--- config.mk ---
export PLATFORM = sky130hd
export DESIGN_NAME = fighter_action_fsm
export DESIGN_NICKNAME = d
export VERILOG_FILES = /design/src/rtl/fighter_pkg.sv /design/src/rtl/frame_tick_gen.sv /design/src/rtl/fighter_action_fsm.sv
export SDC_FILE = /design/constraint.sdc
export NUM_CORES = 1
export LEC_CHECK = 0
export BUFFER_PORTS_ARGS = -buffer_cell sky130_fd_sc_hd__buf_2
export CORE_ASPECT_RATIO = 1.4
export CORE_MARGIN = 3
export CORE_UTILIZATION = 25
export DETAILED_ROUTE_END_ITERATION = 6
export GPL_TIMING_DRIVEN = 0
export PLACE_DENSITY_LB_ADDON = 0.3
export SLEW_MARGIN = 20
export SYNTH_ARGS = -nofsm -noshare
export SYNTH_HDL_FRONTEND = slang
export SYNTH_SLANG_ARGS = --single-unit
export TNS_END_PERCENT = 50
--- constraint.sdc ---
create_clock -name i_clk -period 4.2 [get_ports i_clk]
set_clock_uncertainty 0.1 [all_clocks]
set_input_delay 0.21 -clock i_clk [delete_from_list [all_inputs] [get_ports i_clk]]
set_output_delay 0.21 -clock i_clk [all_outputs]
set_load 0.01 [all_outputs]
--- src/rtl/fighter_pkg.sv ---
// rtl/fighter_pkg.sv - shared fighter state encoding and default constants
package fighter_pkg;

  typedef enum logic [2:0] {
    IDLE   = 3'd0,
    WALK   = 3'd1,
    ATTACK = 3'd2,
    DEFEND = 3'd3,
    HURT   = 3'd4,
    DEAD   = 3'd5
  } state_t;

  localparam logic [9:0] X_INIT_DEF     = 10'd100;
  localparam logic [6:0] HEALTH_MAX_DEF = 7'd100;

  function automatic logic [6:0] health_after_hit(input logic [6:0] health,
                                                  input logic [6:0] dmg);
    return (health > dmg) ? health - dmg : 7'd0;
  endfunction

endpackage

--- src/rtl/frame_tick_gen.sv ---
// rtl/frame_tick_gen.sv - frame strobe synchroniser and rising-edge tick generator
module frame_tick_gen (
  input  logic i_clk,
  input  logic i_rst_n,
  input  logic i_frame_clk,
  output logic o_tick
);

  logic r_sync1, r_sync2, r_prev, r_tick;

  // Registered edge detect puts the tick three Clk after the frame edge.
  always_ff @(posedge i_clk or negedge i_rst_n) begin
    if (!i_rst_n) begin
      r_sync1 <= 1'b0;
      r_sync2 <= 1'b0;
      r_prev  <= 1'b0;
      r_tick  <= 1'b0;
    end else begin
      r_sync1 <= i_frame_clk;
      r_sync2 <= r_sync1;
      r_prev  <= r_sync2;
      r_tick  <= r_sync2 & ~r_prev;
    end
  end

  assign o_tick = r_tick;

endmodule

--- src/rtl/fighter_action_fsm.sv ---
// rtl/fighter_action_fsm.sv - frame-locked fighter action controller
module fighter_action_fsm
  import fighter_pkg::*;
#(
  parameter logic [9:0] X_INIT      = X_INIT_DEF,
  parameter logic [9:0] X_MIN       = 10'd0,
  parameter logic [9:0] X_MAX       = 10'd560,
  parameter logic [9:0] STEP        = 10'd2,
  parameter logic [3:0] ATK_WINDUP  = 4'd4,
  parameter logic [3:0] ATK_ACTIVE  = 4'd3,
  parameter logic [3:0] ATK_RECOVER = 4'd6,
  parameter logic [3:0] HURT_FRAMES = 4'd12,
  parameter logic [6:0] DMG         = 7'd10,
  parameter logic [6:0] BLOCK_DMG   = 7'd2,
  parameter logic [6:0] HEALTH_MAX  = HEALTH_MAX_DEF,
  parameter logic [2:0] ANIM_DIV    = 3'd4
) (
  input  logic       i_clk,
  input  logic       i_rst_n,
  input  logic       i_frame_clk,
  input  logic       i_move_l,
  input  logic       i_move_r,
  input  logic       i_attack,
  input  logic       i_defense,
  input  logic       i_hit_in,
  output logic [9:0] o_pos_x,
  output logic       o_facing_r,
  output logic [2:0] o_anim_state,
  output logic [1:0] o_anim_frame,
  output logic       o_hit_window,
  output logic [6:0] o_health,
  output logic       o_dead
);

  localparam logic [3:0] ATK_LAST = ATK_WINDUP + ATK_ACTIVE + ATK_RECOVER - 4'd1;
  localparam logic [3:0] HIT_LAST = ATK_WINDUP + ATK_ACTIVE - 4'd1;

  state_t     r_state, w_state_nxt;
  logic [3:0] r_phase, w_phase_nxt;
  logic [3:0] r_stun, w_stun_nxt;
  logic [9:0] r_pos_x, w_pos_nxt;
  logic       r_facing_r, w_facing_nxt;
  logic [6:0] r_health, w_health_nxt, w_health_hit;
  logic [2:0] r_anim_cnt, w_anim_cnt_nxt;
  logic [1:0] r_anim_frame, w_anim_frame_nxt;
  logic       r_hit_window, w_hit_window_nxt;
  logic       r_dead;
  logic       r_pending_hit;
  logic       w_tick, w_hit;

  frame_tick_gen u_tick (
    .i_clk       (i_clk),
    .i_rst_n     (i_rst_n),
    .i_frame_clk (i_frame_clk),
    .o_tick      (w_tick)
  );

  always_comb begin
    w_state_nxt  = r_state;
    w_phase_nxt  = r_phase;
    w_stun_nxt   = r_stun;
    w_pos_nxt    = r_pos_x;
    w_facing_nxt = r_facing_r;
    w_health_nxt = r_health;
    w_hit        = r_pending_hit | i_hit_in;
    w_health_hit = health_after_hit(r_health, (r_state == DEFEND) ? BLOCK_DMG : DMG);

    case (r_state)
      IDLE, WALK, DEFEND: begin
        if (w_hit) begin
          w_health_nxt = w_health_hit;
          w_state_nxt  = (w_health_hit == 7'd0) ? DEAD : HURT;
          w_stun_nxt   = HURT_FRAMES;
        end else if (i_attack) begin
          w_state_nxt = ATTACK;
          w_phase_nxt = 4'd0;
        end else if (i_defense) begin
          w_state_nxt = DEFEND;
        end else if (i_move_l ^ i_move_r) begin
          w_state_nxt  = WALK;
          w_facing_nxt = i_move_r;
          if (i_move_r)
            w_pos_nxt = (r_pos_x > X_MAX - STEP) ? X_MAX : r_pos_x + STEP;
          else
            w_pos_nxt = (r_pos_x < X_MIN + STEP) ? X_MIN : r_pos_x - STEP;
        end else begin
          w_state_nxt = IDLE;
        end
      end
      ATTACK: begin
        if (w_hit) begin
          w_health_nxt = w_health_hit;
          w_state_nxt  = (w_health_hit == 7'd0) ? DEAD : HURT;
          w_stun_nxt   = HURT_FRAMES;
        end else if (r_phase == ATK_LAST) begin
          w_state_nxt = IDLE;
        end else begin
          w_phase_nxt = r_phase + 4'd1;
        end
      end
      HURT: begin
        // Repeat hits cost health but the stun keeps counting down.
        if (w_hit) w_health_nxt = w_health_hit;
        if (w_hit && (w_health_hit == 7'd0)) begin
          w_state_nxt = DEAD;
        end else if (r_stun <= 4'd1) begin
          w_state_nxt = IDLE;
          w_stun_nxt  = 4'd0;
        end else begin
          w_stun_nxt = r_stun - 4'd1;
        end
      end
      DEAD:    w_state_nxt = DEAD;
      default: w_state_nxt = IDLE;
    endcase

    w_anim_cnt_nxt   = r_anim_cnt;
    w_anim_frame_nxt = r_anim_frame;
    if (w_state_nxt != r_state) begin
      w_anim_cnt_nxt   = 3'd0;
      w_anim_frame_nxt = 2'd0;
    end else if (r_anim_cnt == ANIM_DIV - 3'd1) begin
      w_anim_cnt_nxt   = 3'd0;
      w_anim_frame_nxt = r_anim_frame + 2'd1;
    end else begin
      w_anim_cnt_nxt = r_anim_cnt + 3'd1;
    end

    w_hit_window_nxt = (w_state_nxt == ATTACK) && (w_phase_nxt >= ATK_WINDUP) &&
                       (w_phase_nxt <= HIT_LAST);
  end

  always_ff @(posedge i_clk or negedge i_rst_n) begin
    if (!i_rst_n) begin
      r_state       <= IDLE;
      r_phase       <= 4'd0;
      r_stun        <= 4'd0;
      r_pos_x       <= X_INIT;
      r_facing_r    <= 1'b1;
      r_health      <= HEALTH_MAX;
      r_anim_cnt    <= 3'd0;
      r_anim_frame  <= 2'd0;
      r_hit_window  <= 1'b0;
      r_dead        <= 1'b0;
      r_pending_hit <= 1'b0;
    end else if (w_tick) begin
      r_state       <= w_state_nxt;
      r_phase       <= w_phase_nxt;
      r_stun        <= w_stun_nxt;
      r_pos_x       <= w_pos_nxt;
      r_facing_r    <= w_facing_nxt;
      r_health      <= w_health_nxt;
      r_anim_cnt    <= w_anim_cnt_nxt;
      r_anim_frame  <= w_anim_frame_nxt;
      r_hit_window  <= w_hit_window_nxt;
      r_dead        <= (w_state_nxt == DEAD);
      r_pending_hit <= 1'b0;
    end else if (i_hit_in) begin
      r_pending_hit <= 1'b1;
    end
  end

  assign o_pos_x      = r_pos_x;
  assign o_facing_r   = r_facing_r;
  assign o_anim_state = r_state;
  assign o_anim_frame = r_anim_frame;
  assign o_hit_window = r_hit_window;
  assign o_health     = r_health;
  assign o_dead       = r_dead;

endmodule
== Word-level counts from Yosys, hierarchy flattened ==
Cells that the tools add are included.
Storage, ports and cells
  register bits after elaboration: 41
  input bits: 8
  output and inout bits: 25
  word-level logic and storage cells: 92
Operators by class
  add/sub/neg operators: 7
  magnitude comparators: 6
  equal/unequal tests: 12
  multiplexer cells: 30
  bitwise operators: 7
  reductions and logical operators: 15
Operator list (number)
  4-bit two-way mux: 8
  10-bit two-way mux: 3
  3-bit two-way mux: 7
  4-bit one-hot mux with 2 select lines: 2
  3-bit by 2-bit equality test with 1-bit output (second input constant): 4
  3-bit one-hot mux with 4 select lines: 1
  10-bit by 2-bit adder with 10-bit output (second input constant): 1
  10-bit greater-than comparator (second input constant): 1
  10-bit by 2-bit less-than comparator with 1-bit output (second input constant): 1
  10-bit by 2-bit subtractor with 10-bit output (second input constant): 1
  3-bit equality test (second input constant): 3
  2-bit two-way mux: 4
  7-bit by 4-bit greater-than comparator with 1-bit output: 1
  7-bit logical NOT: 1
  7-bit two-way mux: 1
  7-bit by 4-bit subtractor with 7-bit output: 1
  6-bit AND reduction: 1
  2-bit nonzero test: 3
  5-bit OR reduction: 1
  4-bit by 1-bit adder with 4-bit output (second input constant): 1
  4-bit equality test (second input constant): 1
  4-bit by 3-bit >= comparator with 1-bit output (second input constant): 1
  4-bit by 1-bit <= comparator with 1-bit output (second input constant): 1
  4-bit by 3-bit <= comparator with 1-bit output (second input constant): 1
  other kinds (19): 27

== Depth between registers and ports, before layout ==
  depth in word-level cells: 11
  gate-level depth with buffers: 11
  depth with buffers taken out: 9

== Hierarchy ==
Synthesis repeated with hierarchy kept, for this count alone.
Second synthesis, totals
  cells, all modules: 304
  area, all modules: 2646.3 sq um
By module, submodules not included
  fighter_action_fsm: times used 1, cells each 299, area an instance 2532.4 sq um, sequential area each 909.6 sq um
  frame_tick_gen: times used 1, cells each 5, area an instance 113.9 sq um, sequential area each 100.1 sq um

== Least setup slack after synthesis ==
OpenSTA, ideal clock, no wires.
  path type: register -> register
  start point: register r_state[2], in the netlist o_anim_state[2]
  end point: register r_stun[3]
  library setup time: 0.132 ns
  arrival: 2.673 ns
  data required time: 3.968 ns
  slack: 1.296 ns
  stages on the path, launching flop included: 11
  buffers on the path: 2
  clock period less this slack: 2.904 ns
  path through: dfrtp_1 > clkbuf_1 > buf_1 > nor3_1 > ha_1 > or3_1 > a31o_1 > a22o_1 > a31o_4 > o41ai_2 > o21ai_1
Between the ends
  longest elaborated chain between the ends: 8
  elaborated cells between the ends (all ways): 17
  those cells by class: add/sub: 1; order compare: 1; eq/ne: 6; mux: 3; reduce/logical: 6
Ends and longest elaborated chain
  start, declared: line fighter_action_fsm.sv:38  | state_t r_state, w_state_nxt;
  start signal, assigned: line fighter_action_fsm.sv:147  | r_state <= w_state_nxt;
  3-bit by 2-bit equality test with 1-bit output: line fighter_action_fsm.sv:66, fighter_action_fsm.sv:68
  4-bit two-way mux: line fighter_action_fsm.sv:66  | w_health_hit = health_after_hit(r_health, (r_state == DEFEND) ? BLOCK_DMG : DMG);
  7-bit by 4-bit subtractor with 7-bit output / 7-bit by 4-bit greater-than comparator with 1-bit output (equally long branches): line fighter_pkg.sv:18  | return (health > dmg) ? health - dmg : 7'd0;
  7-bit two-way mux: line fighter_pkg.sv:18
  7-bit logical NOT: line fighter_action_fsm.sv:104  | if (w_hit && (w_health_hit == 7'd0)) begin
  1-bit logical AND: line fighter_action_fsm.sv:104
  2-bit inequality test (no line)
  4-bit AND reduction (no line)
  end signal, assigned: line fighter_action_fsm.sv:149  | r_stun <= w_stun_nxt;
  end, declared: line fighter_action_fsm.sv:40  | logic [3:0] r_stun, w_stun_nxt;
Several ways; a longest one is shown, not always the timed one.
A chain may end at the register's enable or synchronous reset.

== Final worst setup path ==
  start point: register r_state[2], in the netlist o_anim_state[2]
  end point: register r_anim_frame[0], in the netlist o_anim_frame[0]
Between the ends
  longest elaborated chain between the ends: 11
  elaborated cells between the ends (all ways): 24
  those cells by class: add/sub: 1; order compare: 1; eq/ne: 6; mux: 10; reduce/logical: 6
Ends and longest elaborated chain
  3-bit by 2-bit equality test with 1-bit output: line fighter_action_fsm.sv:66, fighter_action_fsm.sv:68
  4-bit two-way mux: line fighter_action_fsm.sv:66
  7-bit by 4-bit subtractor with 7-bit output / 7-bit by 4-bit greater-than comparator with 1-bit output (equally long branches): line fighter_pkg.sv:18
  7-bit two-way mux: line fighter_pkg.sv:18
  7-bit logical NOT: line fighter_action_fsm.sv:72, fighter_action_fsm.sv:93, fighter_action_fsm.sv:104
  1-bit two-way mux / 1-bit logical AND (equally long branches): line fighter_action_fsm.sv:72, fighter_action_fsm.sv:93, fighter_action_fsm.sv:104
  3-bit two-way mux, on equally long branches: line fighter_action_fsm.sv:91, fighter_action_fsm.sv:70, fighter_action_fsm.sv:104
  3-bit one-hot mux with 4 select lines: line fighter_action_fsm.sv:68  | case (r_state)
  3-bit inequality test *: line fighter_action_fsm.sv:119  | if (w_state_nxt != r_state) begin
  2-bit nonzero test (no line)
  2-bit AND reduction (no line)
  end signal, assigned: line fighter_action_fsm.sv:154  | r_anim_frame <= w_anim_frame_nxt;
  end, declared: line fighter_action_fsm.sv:45  | logic [1:0] r_anim_frame, w_anim_frame_nxt;
Every way passes the cells marked *; elsewhere a longest branch is shown, timed or not.

==> results.sh <==
export IMPL_failed_checks="hold timing"
export IMPL_ys_seq_area_share_pct=37.9
export IMPL_regToRegSetupSlack_ps=880
export IMPL_area_growth_pct=19.2
export IMPL_startpoint="o_anim_state[2]$_DFFE_PN0P_"
export IMPL_num_antenna_cells=0
export IMPL_layout_drive_gt1_share_pct=20.0
export IMPL_status="finished, violations left"
export IMPL_synth_fp_nets=327
export IMPL_h_tree_depth=2
export IMPL_synth_ff_latch_count=40
export IMPL_ys_warnings_count=0
export IMPL_routed_via_density=5.22
export IMPL_path_clk_slew_ps=60
export IMPL_grt_start_max_net_pins=41
export IMPL_cts_root_buf="clkbuf_16"
export IMPL_setup_viol=0
export IMPL_cts_path_max_buffers=2
export IMPL_grt_pass1_wl_mm=11.7
export IMPL_report_final_slew_viol_count=0
export IMPL_r2r_end="o_anim_frame[0]$_DFFE_PN0P_"
export IMPL_period_minus_slack_ps=3320
export IMPL_numCtsBuffers=5
export IMPL_drt_iter0_markers=144
export IMPL_timing_hold_ws_ps=-38.7
export IMPL_holdCritPathClass="input pin to asynchronous set/reset pin"
export IMPL_criticalPathCategory="flop to flop"
export IMPL_cts_sinks=40
export IMPL_drt_pass1_iterations=5
export IMPL_grt_pass1_vias=2396
export IMPL_io_buffers=31
export IMPL_drt_wl_total_mm=7.12
export IMPL_crit_arrival_ps=3430
export IMPL_final_core_util_pct=31.2
export IMPL_mappedNetlistArea_sq_um=2660
export IMPL_ys_types=67
export IMPL_num_rows=43
export IMPL_synth_top_cell_area_share_pct=31.0
export IMPL_timing_fmax_mhz=301
export IMPL_slowest_stage="a221oi_2"
export IMPL_synth_main_ff_cell="dfrtp_1"
export IMPL_antenna_found_initial=0
export IMPL_ff2ff_path_depth=11
export IMPL_grt_overflow_total=0
export IMPL_crit_chain="clkbuf_1, buf_1, nor3_1, ha_1, and2b_1, o32ai_1, and2_1, buf_2, a221oi_2, nand3b_1, a31oi_1"
export IMPL_end_kind="flop"
export IMPL_track_usage_pct=12.1
export IMPL_fin_nets=366
export IMPL_power_leakage_nw=1.33
export IMPL_powerDensity_nw_per_um2=351
export IMPL_r2r_start="o_anim_state[2]$_DFFE_PN0P_"
export IMPL_layout_worst_path_cycle_share_pct=79.1
export IMPL_dp_hpwl_mm=5.15
export IMPL_maxCapViolations=0
export IMPL_yosysTopAreaCell="dfrtp_1"
export IMPL_slew_headroom_pct=37.9
export IMPL_dieHeight_microns=128
export IMPL_peakVddDrop_uv=192
export IMPL_clock_latency_ps=290
export IMPL_cts_tree="yes"
export IMPL_detail_route_antenna_nets=0
export IMPL_crit_required_ps=4300
export IMPL_avgSynthCellArea_sq_um=8.59
export IMPL_worstMarginPinSlew_ps=932
export IMPL_slowest_delay_ps=450
export IMPL_wire_per_inst_microns=14.7
export IMPL_io_pins=33
export IMPL_fin_setup_tns_ps=0
export IMPL_core_region_area_sq_um=10200
export IMPL_synthArstFlopShare_pct=100
export IMPL_dr_total_vias=2532
export IMPL_initial_utilization_pct=26.2
export IMPL_synthTopCellsByArea="dfrtp_1 (31%), dfstp_2 (6.9%), nor2_1 (4.5%)"
export IMPL_cp_max_fo=10
export IMPL_post_cts_resized=0
export IMPL_final_hold_viol_count=33
export IMPL_synth_cells=310
export IMPL_startpoint_type="flop"
export IMPL_grt_setup_unrepaired="false"
export IMPL_gp_congestion=0.864
export IMPL_synth_edf_count=0
export IMPL_die_area_sq_um=11900
export IMPL_drc=0
export IMPL_die_w_microns=93.2
logic make-up after synthesis:
group | after synthesis | synth area share, %
flops | 40 | 37.9
mux | 4 | 1.69
compound gates | 105 | 28.3
other cells | 1 | 0.141
simple gates | 115 | 21.9
buf+inv | 34 | 5.17
xor+xnor | 2 | 0.658
fa+ha+maj | 9 | 4.23
cell usage after synthesis, types with 3 or more instances:
cell type  instances
o31ai_1            9
ha_1               9
o21a_1             4
nand2b_1           7
a31oi_1           10
clkbuf_1          12
mux2_2             4
o21ai_0           23
nor3_1            15
nor2_1            32
a21o_1             5
a21oi_1           12
nor2b_1            5
nor3b_1            3
dfstp_2            7
and2_1             4
nand2_1           23
a22oi_1            5
a211oi_1           3
buf_2              4
o22ai_1            4
nand4_1            4
nand3_1            6
dfrtp_1           33
inv_1             15
stage by stage:
step / hold slack, ps / total power [mW] / instances / cell area [sq um] / setup WS (ps)
2_1_floorplan: -186 / 0.598 / 310 / 2660 / 1300
3_3_place_gp: 220 / 0.656 / 476 / 2990 / 897
3_5_place_dp: 219 / 0.662 / 476 / 2990 / 862
4_1_cts: 8.65 / 1.13 / 485 / 3170 / 839
5_1_grt: 50.6 / 1.17 / 485 / 3170 / 532
6_report: -38.7 / 1.11 / 485 / 3170 / 876
flip-flops by register name, summed over array words and instances, names as in the netlist, 2 cells and up:
signal / cells
r_anim_cnt: 3
r_phase: 4
o_health: 7
o_pos_x: 9
o_anim_state: 3
r_stun: 4
o_anim_frame: 2
how the worst max path moves through the flow:
stage | endpoint | slack [ps]
final | o_anim_frame[0]$_DFFE_PN0P_ | 880
after global routing | r_anim_cnt[0]$_DFFE_PN0P_ | 530
after CTS | o_anim_frame[0]$_DFFE_PN0P_ | 840
after detailed placement | o_anim_frame[0]$_DFFE_PN0P_ | 860
after global placement | o_anim_frame[0]$_DFFE_PN0P_ | 900
after floorplan | r_stun[3]$_DFFE_PN0P_ | 1300
layout make-up:
type / count / area (sq um)
fillers: 1076 / 6990
well taps: 135 / 169
multi-input cells: 236 / 1520
repair buffers: 32 / 165
plain buffers: 19 / 81.3
clock buffers: 6 / 139
clock inverters: 2 / 38.8
inverters: 15 / 56.3
flip-flops and latches: 40 / 1010
timing repair:
| action | in CTS | in global routing |
|---|---|---|
| endpoints found under the hold margin | 1 | 0 |
| hold buffers | 1 | 0 |
| setup buffers | 0 | 0 |
| endpoints found under the setup margin | 0 | 0 |
critical path, delay by kind of cell (launching register included):
family                   cells  cell delay, ps
AND/OR/NAND/NOR              4             670
AO/OA/AOI/OAI                3             800
buffers and inverters        3             920
adder cells (fa/ha/maj)      1             390
flip-flops                   1             370
placed cells by master, fill, tap and decap left out, drive strengths merged, types with 2 or more instances in the layout:
| cell | synthesis | layout |
|---|---|---|
| a211oi | 3 | 3 |
| a21o | 5 | 5 |
| a21oi | 12 | 12 |
| a221oi | 2 | 2 |
| a22oi | 5 | 5 |
| a31o | 3 | 3 |
| a31oi | 10 | 10 |
| a41oi | 2 | 2 |
| and2 | 4 | 4 |
| buf | 6 | 37 |
| clkbuf | 13 | 19 |
| dfrtp | 33 | 33 |
| dfstp | 7 | 7 |
| ha | 9 | 9 |
| inv | 15 | 15 |
| mux2 | 4 | 4 |
| nand2 | 23 | 23 |
| nand2b | 7 | 7 |
| nand3 | 6 | 6 |
| nand3b | 2 | 2 |
| nand4 | 4 | 4 |
| nor2 | 33 | 33 |
| nor2b | 5 | 5 |
| nor3 | 15 | 15 |
| nor3b | 3 | 3 |
| o211ai | 2 | 2 |
| o21a | 4 | 4 |
| o21ai | 26 | 26 |
| o21bai | 2 | 2 |
| o22ai | 4 | 4 |
| o2bb2ai | 2 | 2 |
| o31ai | 9 | 9 |
| o32ai | 2 | 2 |
| o41ai | 4 | 4 |
| or2 | 2 | 2 |
| or3 | 3 | 3 |
| or4 | 2 | 2 |
report_power, final:
| group | internal (mW) | total (mW) | switching, mW |
|---|---|---|---|
| Sequential | 0.429 | 0.475 | 0.0460 |
| Clock | 0.298 | 0.458 | 0.160 |
| Combinational | 0.0779 | 0.181 | 0.103 |
| Total | 0.805 | 1.11 | 0.309 |
metal layers:
layer / wire length, microns / global-route usage (%) / up-vias
li1: - / - / 1225
met1: 2980 / 14.0 / 1211
met2: 3630 / 21.7 / 84
met3: 393 / 2.88 / 12
met4: 108 / 3.62 / 0
met5: 0 / 0 / -
No activity file was read; power rests on OpenSTA's default activity.
